## config.mk

```make
export PLATFORM = sky130hd
export DESIGN_NAME = alu_serial
export DESIGN_NICKNAME = d
export VERILOG_FILES = /design/src/rtl/alu_pkg.sv /design/src/rtl/alu_nibble.sv /design/src/rtl/alu_serial.sv
export SDC_FILE = /design/constraint.sdc
export NUM_CORES = 1
export LEC_CHECK = 0
export ABC_AREA = 1
export CAP_MARGIN = 40
export CORE_MARGIN = 3
export CORE_UTILIZATION = 57
export CTS_CLUSTER_SIZE = 8
export DETAILED_ROUTE_END_ITERATION = 16
export GPL_TIMING_DRIVEN = 1
export HOLD_SLACK_MARGIN = 0.02
export PLACE_DENSITY = 0.85
export SYNTH_ARGS = -nofsm -noshare
export SYNTH_HDL_FRONTEND = slang
export SYNTH_SLANG_ARGS = --single-unit
```

## constraint.sdc

```tcl
create_clock -name clk -period 4.7 [get_ports clk]
set_clock_uncertainty 0.15 [all_clocks]
set_input_delay 0.47 -clock clk [delete_from_list [all_inputs] [get_ports clk]]
set_output_delay 0.47 -clock clk [all_outputs]
set_load 0.005 [all_outputs]
```

## src/rtl/alu_pkg.sv

```systemverilog
// Shared definitions for the nibble-serial ALU and its combinational slice.
// Holds the 3-bit op codes (matching ALU op codes 0-7), the flag bit
// positions within {Z,N,H,C} and the sequencer state type.
package alu_pkg;

  typedef enum logic [2:0] {
    OP_ADD = 3'b000,
    OP_ADC = 3'b001,
    OP_SUB = 3'b010,
    OP_SBC = 3'b011,
    OP_AND = 3'b100,
    OP_XOR = 3'b101,
    OP_OR  = 3'b110,
    OP_CP  = 3'b111
  } alu_op_e;

  localparam int unsigned F_Z = 3;
  localparam int unsigned F_N = 2;
  localparam int unsigned F_H = 1;
  localparam int unsigned F_C = 0;

  typedef enum logic {
    ST_IDLE,
    ST_RUN
  } alu_state_e;

  // Ops that propagate a carry/borrow chain across nibbles.
  function automatic logic op_is_arith(alu_op_e op);
    return (op == OP_ADD) || (op == OP_ADC) || (op == OP_SUB) ||
           (op == OP_SBC) || (op == OP_CP);
  endfunction

  // Ops that subtract and therefore set N.
  function automatic logic op_is_sub(alu_op_e op);
    return (op == OP_SUB) || (op == OP_SBC) || (op == OP_CP);
  endfunction

  // Ops whose initial carry-in comes from the incoming C flag.
  function automatic logic op_uses_cin(alu_op_e op);
    return (op == OP_ADC) || (op == OP_SBC);
  endfunction

endpackage

```

## src/rtl/alu_nibble.sv

```systemverilog
// Combinational 4-bit ALU slice.
// Ports:
//   op    - operation code (alu_op_e)
//   a_nib - first operand nibble
//   b_nib - second operand nibble
//   cin   - carry (add) or borrow (subtract) in; ignored by logic ops
//   r_nib - result nibble
//   cout  - carry/borrow out; 0 for logic ops
module alu_nibble
  import alu_pkg::*;
(
  input  alu_op_e    op,
  input  logic [3:0] a_nib,
  input  logic [3:0] b_nib,
  input  logic       cin,
  output logic [3:0] r_nib,
  output logic       cout
);

  logic [4:0] wide;

  always_comb begin
    wide  = '0;
    r_nib = '0;
    cout  = 1'b0;
    unique case (op)
      OP_ADD, OP_ADC: begin
        wide  = {1'b0, a_nib} + {1'b0, b_nib} + {4'b0000, cin};
        r_nib = wide[3:0];
        cout  = wide[4];
      end
      OP_SUB, OP_SBC, OP_CP: begin
        // Five-bit wrap: bit 4 is set exactly when the nibble underflows.
        wide  = {1'b0, a_nib} - {1'b0, b_nib} - {4'b0000, cin};
        r_nib = wide[3:0];
        cout  = wide[4];
      end
      OP_AND: r_nib = a_nib & b_nib;
      OP_XOR: r_nib = a_nib ^ b_nib;
      OP_OR:  r_nib = a_nib | b_nib;
      default: r_nib = '0;
    endcase
  end

endmodule

```

## src/rtl/alu_serial.sv

```systemverilog
// Nibble-serial ALU: processes WIDTH-bit operands four bits per clock,
// LSB nibble first, behind a start/done handshake.
// Ports:
//   clk, rst_n - clock and synchronous active-low reset
//   start      - request, accepted when start & ready
//   op         - operation (ADD ADC SUB SBC AND XOR OR CP)
//   a, b       - operands, sampled only at the accepting edge
//   flags_in   - {Z,N,H,C}; C feeds ADC/SBC, Z is passed through on keep_z
//   keep_z     - output Z taken from flags_in Z instead of the result
//   ready      - idle, a start may be accepted
//   done       - one-cycle pulse, result/flags_out valid from this cycle
//   result     - registered result, held until the next completion
//   flags_out  - registered {Z,N,H,C}, held like result
module alu_serial
  import alu_pkg::*;
#(
  parameter int unsigned WIDTH = 8
) (
  input  logic             clk,
  input  logic             rst_n,
  input  logic             start,
  input  logic [2:0]       op,
  input  logic [WIDTH-1:0] a,
  input  logic [WIDTH-1:0] b,
  input  logic [3:0]       flags_in,
  input  logic             keep_z,
  output logic             ready,
  output logic             done,
  output logic [WIDTH-1:0] result,
  output logic [3:0]       flags_out
);

  localparam int unsigned N  = WIDTH / 4;
  localparam int unsigned KW = (N > 1) ? $clog2(N) : 1;

  if (((WIDTH % 4) != 0) || (WIDTH < 8)) begin : g_width_check
    $error("alu_serial: WIDTH must be a multiple of 4 and at least 8");
  end

  alu_state_e       state_q, state_d;
  logic [KW-1:0]    k_q, k_d;
  alu_op_e          op_q, op_d;
  logic [WIDTH-1:0] a_sh_q, a_sh_d;
  logic [WIDTH-1:0] b_sh_q, b_sh_d;
  logic [WIDTH-1:0] res_sh_q, res_sh_d;
  logic             carry_q, carry_d;
  logic             h_q, h_d;
  logic             nz_q, nz_d;
  logic             fz_q, fz_d;
  logic             kz_q, kz_d;
  logic [WIDTH-1:0] result_q, result_d;
  logic [3:0]       flags_q, flags_d;
  logic             done_q, done_d;

  logic [3:0]       r_nib;
  logic             cout;
  logic             last;
  logic             accept;
  logic             unused_flag_bits;

  assign unused_flag_bits = ^{flags_in[F_N], flags_in[F_H]};

  assign last   = (state_q == ST_RUN) && (k_q == KW'(N - 1));
  assign accept = (state_q == ST_IDLE) && start;

  alu_nibble u_nibble (
    .op    (op_q),
    .a_nib (a_sh_q[3:0]),
    .b_nib (b_sh_q[3:0]),
    .cin   (carry_q),
    .r_nib (r_nib),
    .cout  (cout)
  );

  // State register plus datapath registers.
  always_ff @(posedge clk) begin
    if (!rst_n) begin
      state_q  <= ST_IDLE;
      k_q      <= '0;
      op_q     <= OP_ADD;
      a_sh_q   <= '0;
      b_sh_q   <= '0;
      res_sh_q <= '0;
      carry_q  <= 1'b0;
      h_q      <= 1'b0;
      nz_q     <= 1'b0;
      fz_q     <= 1'b0;
      kz_q     <= 1'b0;
      result_q <= '0;
      flags_q  <= '0;
      done_q   <= 1'b0;
    end else begin
      state_q  <= state_d;
      k_q      <= k_d;
      op_q     <= op_d;
      a_sh_q   <= a_sh_d;
      b_sh_q   <= b_sh_d;
      res_sh_q <= res_sh_d;
      carry_q  <= carry_d;
      h_q      <= h_d;
      nz_q     <= nz_d;
      fz_q     <= fz_d;
      kz_q     <= kz_d;
      result_q <= result_d;
      flags_q  <= flags_d;
      done_q   <= done_d;
    end
  end

  // Next-state logic.
  always_comb begin
    state_d = state_q;
    unique case (state_q)
      ST_IDLE: if (start) state_d = ST_RUN;
      ST_RUN:  if (last)  state_d = ST_IDLE;
      default: state_d = ST_IDLE;
    endcase
  end

  // Datapath next values.
  always_comb begin
    k_d      = k_q;
    op_d     = op_q;
    a_sh_d   = a_sh_q;
    b_sh_d   = b_sh_q;
    res_sh_d = res_sh_q;
    carry_d  = carry_q;
    h_d      = h_q;
    nz_d     = nz_q;
    fz_d     = fz_q;
    kz_d     = kz_q;
    result_d = result_q;
    flags_d  = flags_q;
    done_d   = 1'b0;

    if (accept) begin
      op_d    = alu_op_e'(op);
      a_sh_d  = a;
      b_sh_d  = b;
      fz_d    = flags_in[F_Z];
      kz_d    = keep_z;
      k_d     = '0;
      carry_d = op_uses_cin(alu_op_e'(op)) ? flags_in[F_C] : 1'b0;
      h_d     = 1'b0;
      nz_d    = 1'b0;
    end else if (state_q == ST_RUN) begin
      // a rotates rather than shifts so that after N steps it holds the
      // captured operand again, which is what CP returns as its result.
      a_sh_d   = {a_sh_q[3:0], a_sh_q[WIDTH-1:4]};
      b_sh_d   = {4'b0000, b_sh_q[WIDTH-1:4]};
      res_sh_d = {r_nib, res_sh_q[WIDTH-1:4]};
      carry_d  = cout;
      nz_d     = nz_q | (r_nib != 4'b0000);
      if (k_q == KW'(N - 2)) h_d = cout;
      k_d = k_q + KW'(1);

      if (last) begin
        k_d      = '0;
        done_d   = 1'b1;
        result_d = (op_q == OP_CP) ? a_sh_d : res_sh_d;
        flags_d[F_Z] = kz_q ? fz_q : ~nz_d;
        flags_d[F_N] = op_is_sub(op_q);
        flags_d[F_H] = op_is_arith(op_q) ? h_q : (op_q == OP_AND);
        flags_d[F_C] = op_is_arith(op_q) ? cout : 1'b0;
      end
    end
  end

  // Outputs.
  always_comb begin
    ready     = (state_q == ST_IDLE);
    done      = done_q;
    result    = result_q;
    flags_out = flags_q;
  end

endmodule

```

# Yosys cells after proc, flatten, opt, wreduce, memory -nomap -nowiden
# Cells that the tools add are included.
op_classes:
  n_bitwise: 9
  n_eq_ne: 9
  add_sub_neg: 5
  n_reduce_logical: 19
  n_mux: 18
ops:
  columns: ["op", "count"]
  rows:
  - ["two-way mux 8 bit", 5]
  - ["one-hot mux 4 bit (5 select lines)", 1]
  - ["== test 3 bit (second input constant)", 4]
  - ["two-way mux 1 bit", 10]
  - ["== test 3 x 2 -> 1 bit (second input constant)", 3]
  - ["logical OR 1 bit", 7]
  - ["== test 3 x 1 -> 1 bit (second input constant)", 2]
  - ["OR reduction 3 bit", 2]
  - ["adder 4 x 4 -> 5 bit", 1]
  - ["adder 5 x 1 -> 5 bit", 1]
  - ["NOT 1 bit", 5]
  - ["subtractor 4 x 4 -> 5 bit", 1]
  - ["subtractor 5 x 1 -> 5 bit", 1]
  - ["AND 4 bit", 1]
  - ["OR 4 bit", 1]
  - ["one-hot mux 1 bit (2 select lines)", 2]
  - ["AND reduction 2 bit", 2]
  - ["nonzero test 4 bit", 1]
  - ["OR reduction 2 bit", 2]
  - ["XOR 4 bit", 1]
  - ["logical NOT 3 bit", 1]
  - ["AND reduction 3 bit", 1]
  - ["logical AND 1 bit", 2]
  - ["nonzero test 2 bit", 1]
  - ["other kinds (2)", 2]
totals:
  out_inout_bits: 14
  regBits: 47

# Depth between registers and ports, before layout
depth:
  word_depth: 7
  ltp_mapped: 14
  ltp_nobuf: 14

# Hierarchy
# A second synthesis with hierarchy kept.
hier_totals:
  hier_cells: 372
  area_unflattened_um2: 2484.9
modules_own_cells:
  columns: ["module", "instances", "seq_area_each_um2", "area_each_um2", "cells_each"]
  rows:
  - ["alu_serial", 1, 860.8, 1856.8, 270]
  - ["alu_nibble", 1, 0.0, 628.1, 102]

# Worst setup path after synthesis
# OpenSTA, ideal clock, no wires.
synth_timing:
  path_type: "register to register"
  startpoint: "register a_sh_q[0]"
  endpoint: "register h_q"
  period_less_slack_ns: 2.259
  setup_slack_ns: 2.441
  stages_incl_launch_ff: 11
  required_time_ns: 4.435
  setup_time_ns: 0.115
  n_path_buf: 0
  arrival_ns: 1.994
  path_cell_list: "dfxtp_1 inv_1 fa_1 fa_1 nand2_1 a21oi_1 or2_2 nand3_1 nand2_1 o21ai_0 inv_1"
synth_via:
  elab_chain_cells: 3
synth_lines:
  columns: ["item", "line", "text"]
  rows:
  - ["start, declared", "alu_serial.sv:43", "logic [WIDTH-1:0] a_sh_q, a_sh_d;"]
  - ["start signal, assigned", "alu_serial.sv:96", "a_sh_q <= a_sh_d;"]
  - ["subtractor 4 x 4 -> 5 bit / adder 4 x 4 -> 5 bit (equally long branches)", "alu_nibble.sv:34, alu_nibble.sv:28", null]
  - ["subtractor 5 x 1 -> 5 bit / adder 5 x 1 -> 5 bit (equally long branches)", "alu_nibble.sv:34, alu_nibble.sv:28", null]
  - ["one-hot mux 1 bit (2 select lines) *", "alu_nibble.sv:26", "unique case (op)"]
  - ["end signal, assigned", "alu_serial.sv:85", "h_q <= 1'b0;"]
  - ["end signal, assigned", "alu_serial.sv:100", "h_q <= h_d;"]
  - ["end, declared", "alu_serial.sv:47", "logic h_q, h_d;"]
# Mark *: on every way between the ends. The rest lies on a longest branch, timed or not.
# A chain may end at the register's enable or synchronous reset.

# Worst setup path in the final report
# Same ends and word-level chain as after synthesis.

==> impl_metrics.ini <==
[finish]
final_core_utilization_pct = 75.5
final_layout_net_count = 417
share_of_post_route_cells_with_drive_strength_above_1_pct = 5.36
final_common_cell = sky130_fd_sc_hd__nand2_1
areaGrowthSynthToFinish_pct = 22.2
antenna_cells = 0
filler_free_cell_count_of_the_finished_design = 421
commonest_cells_after_routing_fill_and_taps_aside = 90 x sky130_fd_sc_hd__nand2_1, 58 x sky130_fd_sc_hd__inv_1, 43 x sky130_fd_sc_hd__dfxtp_1, 38 x sky130_fd_sc_hd__clkdlybuf4s50_1, 21 x sky130_fd_sc_hd__nor2_1
fillers = 313

[run_status]
status = completed

[setup_path]
critical-path-max-stage-delay_ns = 0.50
worstPathMaxFanout = 5
critPathSlowestCell = sky130_fd_sc_hd__fa_1
worstSetupEndpointType = flop
r2r_setup_slack_ns = 2.12
critPathArrivalTime_ns = 2.63
critPathRequiredTime_ns = 4.75
cp-start-kind = flop
crit_type = flop to flop
timing.critical_path.cells = inv_1 > fa_1 > fa_1 > nand2_1 > a21oi_1 > or2_2 > nand3_1 > nand2_1 > o21ai_0 > inv_1

[timing]
max_freq_mhz = 388
timing.setup.tns_ns = 0
report.final.setup_viol = 0
hold_viol_final = 0
min_period_ns = 2.58
grt_setup_unrepaired = false
maxSlewHeadroom_pct = 45.8
final_max_slew_viol_count = 0
worst_slack_ns = 2.12
min_period_over_period_pct = 54.8
tightestPinTransition_ns = 0.810

[global_route]
grt_use_met1_pct = 28.2
grt_max_degree = 24
overflow = 0
grt_antenna_before_repair = 0
met2_track_utilization_from_global_routing_pct = 41.8
grt_most_used_layer = met2
grtUsageTotal_pct = 23.7
global_route_wire_length_before_repair_um = 9320
gr-usage-met3_pct = 4.75
grt_pass1_vias = 2094

[die]
starting_density_pct = 61.8
core.rowCount = 22
die_h_um = 70.4
area_enclosed_by_the_die_boundary_mm2 = 0.00496
core_area_mm2 = 0.00383
num_io_pins = 41
floorplan.die.width_um = 70.4

[power_and_ir_drop]
p_per_area_mw_per_mm2 = 312
ir_worst_vdd_v = 0.000196
power_leakage_nw = 1.37

[synth]
synth_top_family_by_area = simple AND/OR/NAND/NOR gates
synth_compound_area_share_pct = 14.7
synth.yosys.seq_area_share_pct = 36.4
xor_xnor_fraction_of_synth_area_pct = 0.741
yosys-top-cells-area = sky130_fd_sc_hd__dfxtp_1 36%, sky130_fd_sc_hd__nand2_1 14%, sky130_fd_sc_hd__inv_1 9.2%
synth_edf_count = 0
ys_types = 27
synth_fa_ha_area_share_pct = 10.8
yosys.area.top_type = sky130_fd_sc_hd__dfxtp_1
synth_top_cell_area_share_pct = 36.4
synth-warning-count = 0
ys_seq_elements = 43
basic_gate_share_of_the_synthesized_area_counting_and_or_nand_and_nor_cells_pct = 25.3
async_flop_share_pct = 0
synthesis.instances = 337
syn_nets = 382
synth-main-ff-cell = sky130_fd_sc_hd__dfxtp_1
synth_mux_area_share_pct = 0
postSynthAreaPerCell_um2 = 7.01
syn-cell-area_mm2 = 0.00236

[drt]
route.final.wire_length_um = 5570
remaining_routing_drc_violations = 0
via_per_inst = 5.22
final_antenna_net_count = 0
vias = 2196
drtIter0Drc = 168
dr.pass1.iters = 4
wl_per_cell_um = 13.2

[clock_tree]
cts_hold_buf = 0
cts.sink_count = 43
clock_insertion_delay_worst_skew_ns = 0.30
cts.clk_slew.worst_paths_ns = 0.08
post_cts_resized = 0
tritoncts = yes
htree_num_levels = 2
cts_post_setup_buffers_inserted = 0
tritoncts.num_buffers = 5
clock_path_buffers = 2
cts.root.buffer_cell = sky130_fd_sc_hd__clkbuf_8

[job]
cap_viol_max_count = 0

[min_path]
worst_hold_path_type = flop to flop

[placement]
place.port_buffers = 38
hpwlAfterDp_um = 4360
placed_cells = 413
dpl_worst_slack_ns = 1.98
finalWeightedCongestion = 0.910
==> worst max-delay path, delay by kind of cell, from the launching register on <==
kind / cells / cell delay, ns
and+or+nand+nor: 4 / 0.59
DFF: 1 / 0.38
AOI/OAI and AO/OA: 2 / 0.25
buffers and inverters: 2 / 0.20
adders and majority gates: 2 / 0.92
==> final timing paths <==
check             startpoint  endpoint  cells after the start
setup / recovery   a_sh_q[0]       h_q                     10
hold / removal          nz_q      nz_q                      2
setup reg to reg   a_sh_q[0]       h_q                     10
hold reg to reg         nz_q      nz_q                      2
==> metal layers <==
layer  vias to the layer above  share of wire [%]  routed length [µm]
li1                       1132                  -                   -
met1                       978                 44                2450
met2                        75                 49                2710
met3                        11                5.9                 330
met4                         0                1.5                  84
met5                         -                  0                   0
==> stage by stage <==
step	area [µm²]	hold slack [ns]	total power, mW
final	2890	0.303	0.902
after global routing	2890	0.320	0.948
after CTS	2890	0.305	0.905
after detailed placement	2760	0.293	0.571
after global placement	2760	0.287	0.566
after floorplan	2360	0.280	0.516
==> power breakdown <==
group          switching (mW)  total (mW)  internal, mW
Combinational          0.0917       0.161        0.0690
Clock                   0.126       0.338         0.212
Sequential             0.0201       0.403         0.383
Total                   0.238       0.902         0.665
==> synthesized netlist by cell type, types with 2 or more instances <==
| cell | instances |
|---|---|
| sky130_fd_sc_hd__a32o_1 | 3 |
| sky130_fd_sc_hd__inv_2 | 2 |
| sky130_fd_sc_hd__o221ai_1 | 5 |
| sky130_fd_sc_hd__nand3_1 | 16 |
| sky130_fd_sc_hd__a31oi_1 | 2 |
| sky130_fd_sc_hd__dfxtp_1 | 43 |
| sky130_fd_sc_hd__buf_2 | 5 |
| sky130_fd_sc_hd__fa_1 | 4 |
| sky130_fd_sc_hd__o21ai_1 | 3 |
| sky130_fd_sc_hd__nor2_1 | 21 |
| sky130_fd_sc_hd__nand2_2 | 2 |
| sky130_fd_sc_hd__xnor2_1 | 2 |
| sky130_fd_sc_hd__nand2_1 | 90 |
| sky130_fd_sc_hd__nor2_2 | 4 |
| sky130_fd_sc_hd__o21ai_0 | 20 |
| sky130_fd_sc_hd__nor3_1 | 2 |
| sky130_fd_sc_hd__a21oi_1 | 20 |
| sky130_fd_sc_hd__o211ai_1 | 5 |
| sky130_fd_sc_hd__ha_1 | 14 |
| sky130_fd_sc_hd__buf_4 | 2 |
| sky130_fd_sc_hd__inv_1 | 58 |
| sky130_fd_sc_hd__clkbuf_1 | 4 |
| sky130_fd_sc_hd__or2_2 | 3 |
| sky130_fd_sc_hd__nand4_1 | 4 |
==> final cells by class <==
class | count | area, µm² | area share [%]
Inverter | 61 | 229 | 7.93
Tap cell | 48 | 60.1 | 2.08
Sequential cell | 43 | 861 | 29.8
Timing Repair Buffer | 39 | 388 | 13.4
Clock inverter | 2 | 60.1 | 2.08
Clock buffer | 6 | 72.6 | 2.51
Multi-Input combinational cell | 222 | 1220 | 42.2
==> state kept, by name, indices dropped and copies added, names as in the netlist <==
register   cells
state_q        1
k_q            1
carry_q        1
op_q           3
h_q            1
nz_q           1
result         8
done           1
res_sh_q       4
a_sh_q         8
b_sh_q         8
kz_q           1
flags_out      4
fz_q           1
==> kinds of logic (layout without fill, tap and decap cells) <==
logic type / Yosys count / after routing
AOI/OAI and AO/OA: 59 / 59
xor gates and xnor gates: 2 / 2
buffers and inverters: 72 / 108
adders and majority gates: 18 / 18
and+or+nand+nor: 143 / 143
DFF: 43 / 43
(Power assumes the default switching activity.)
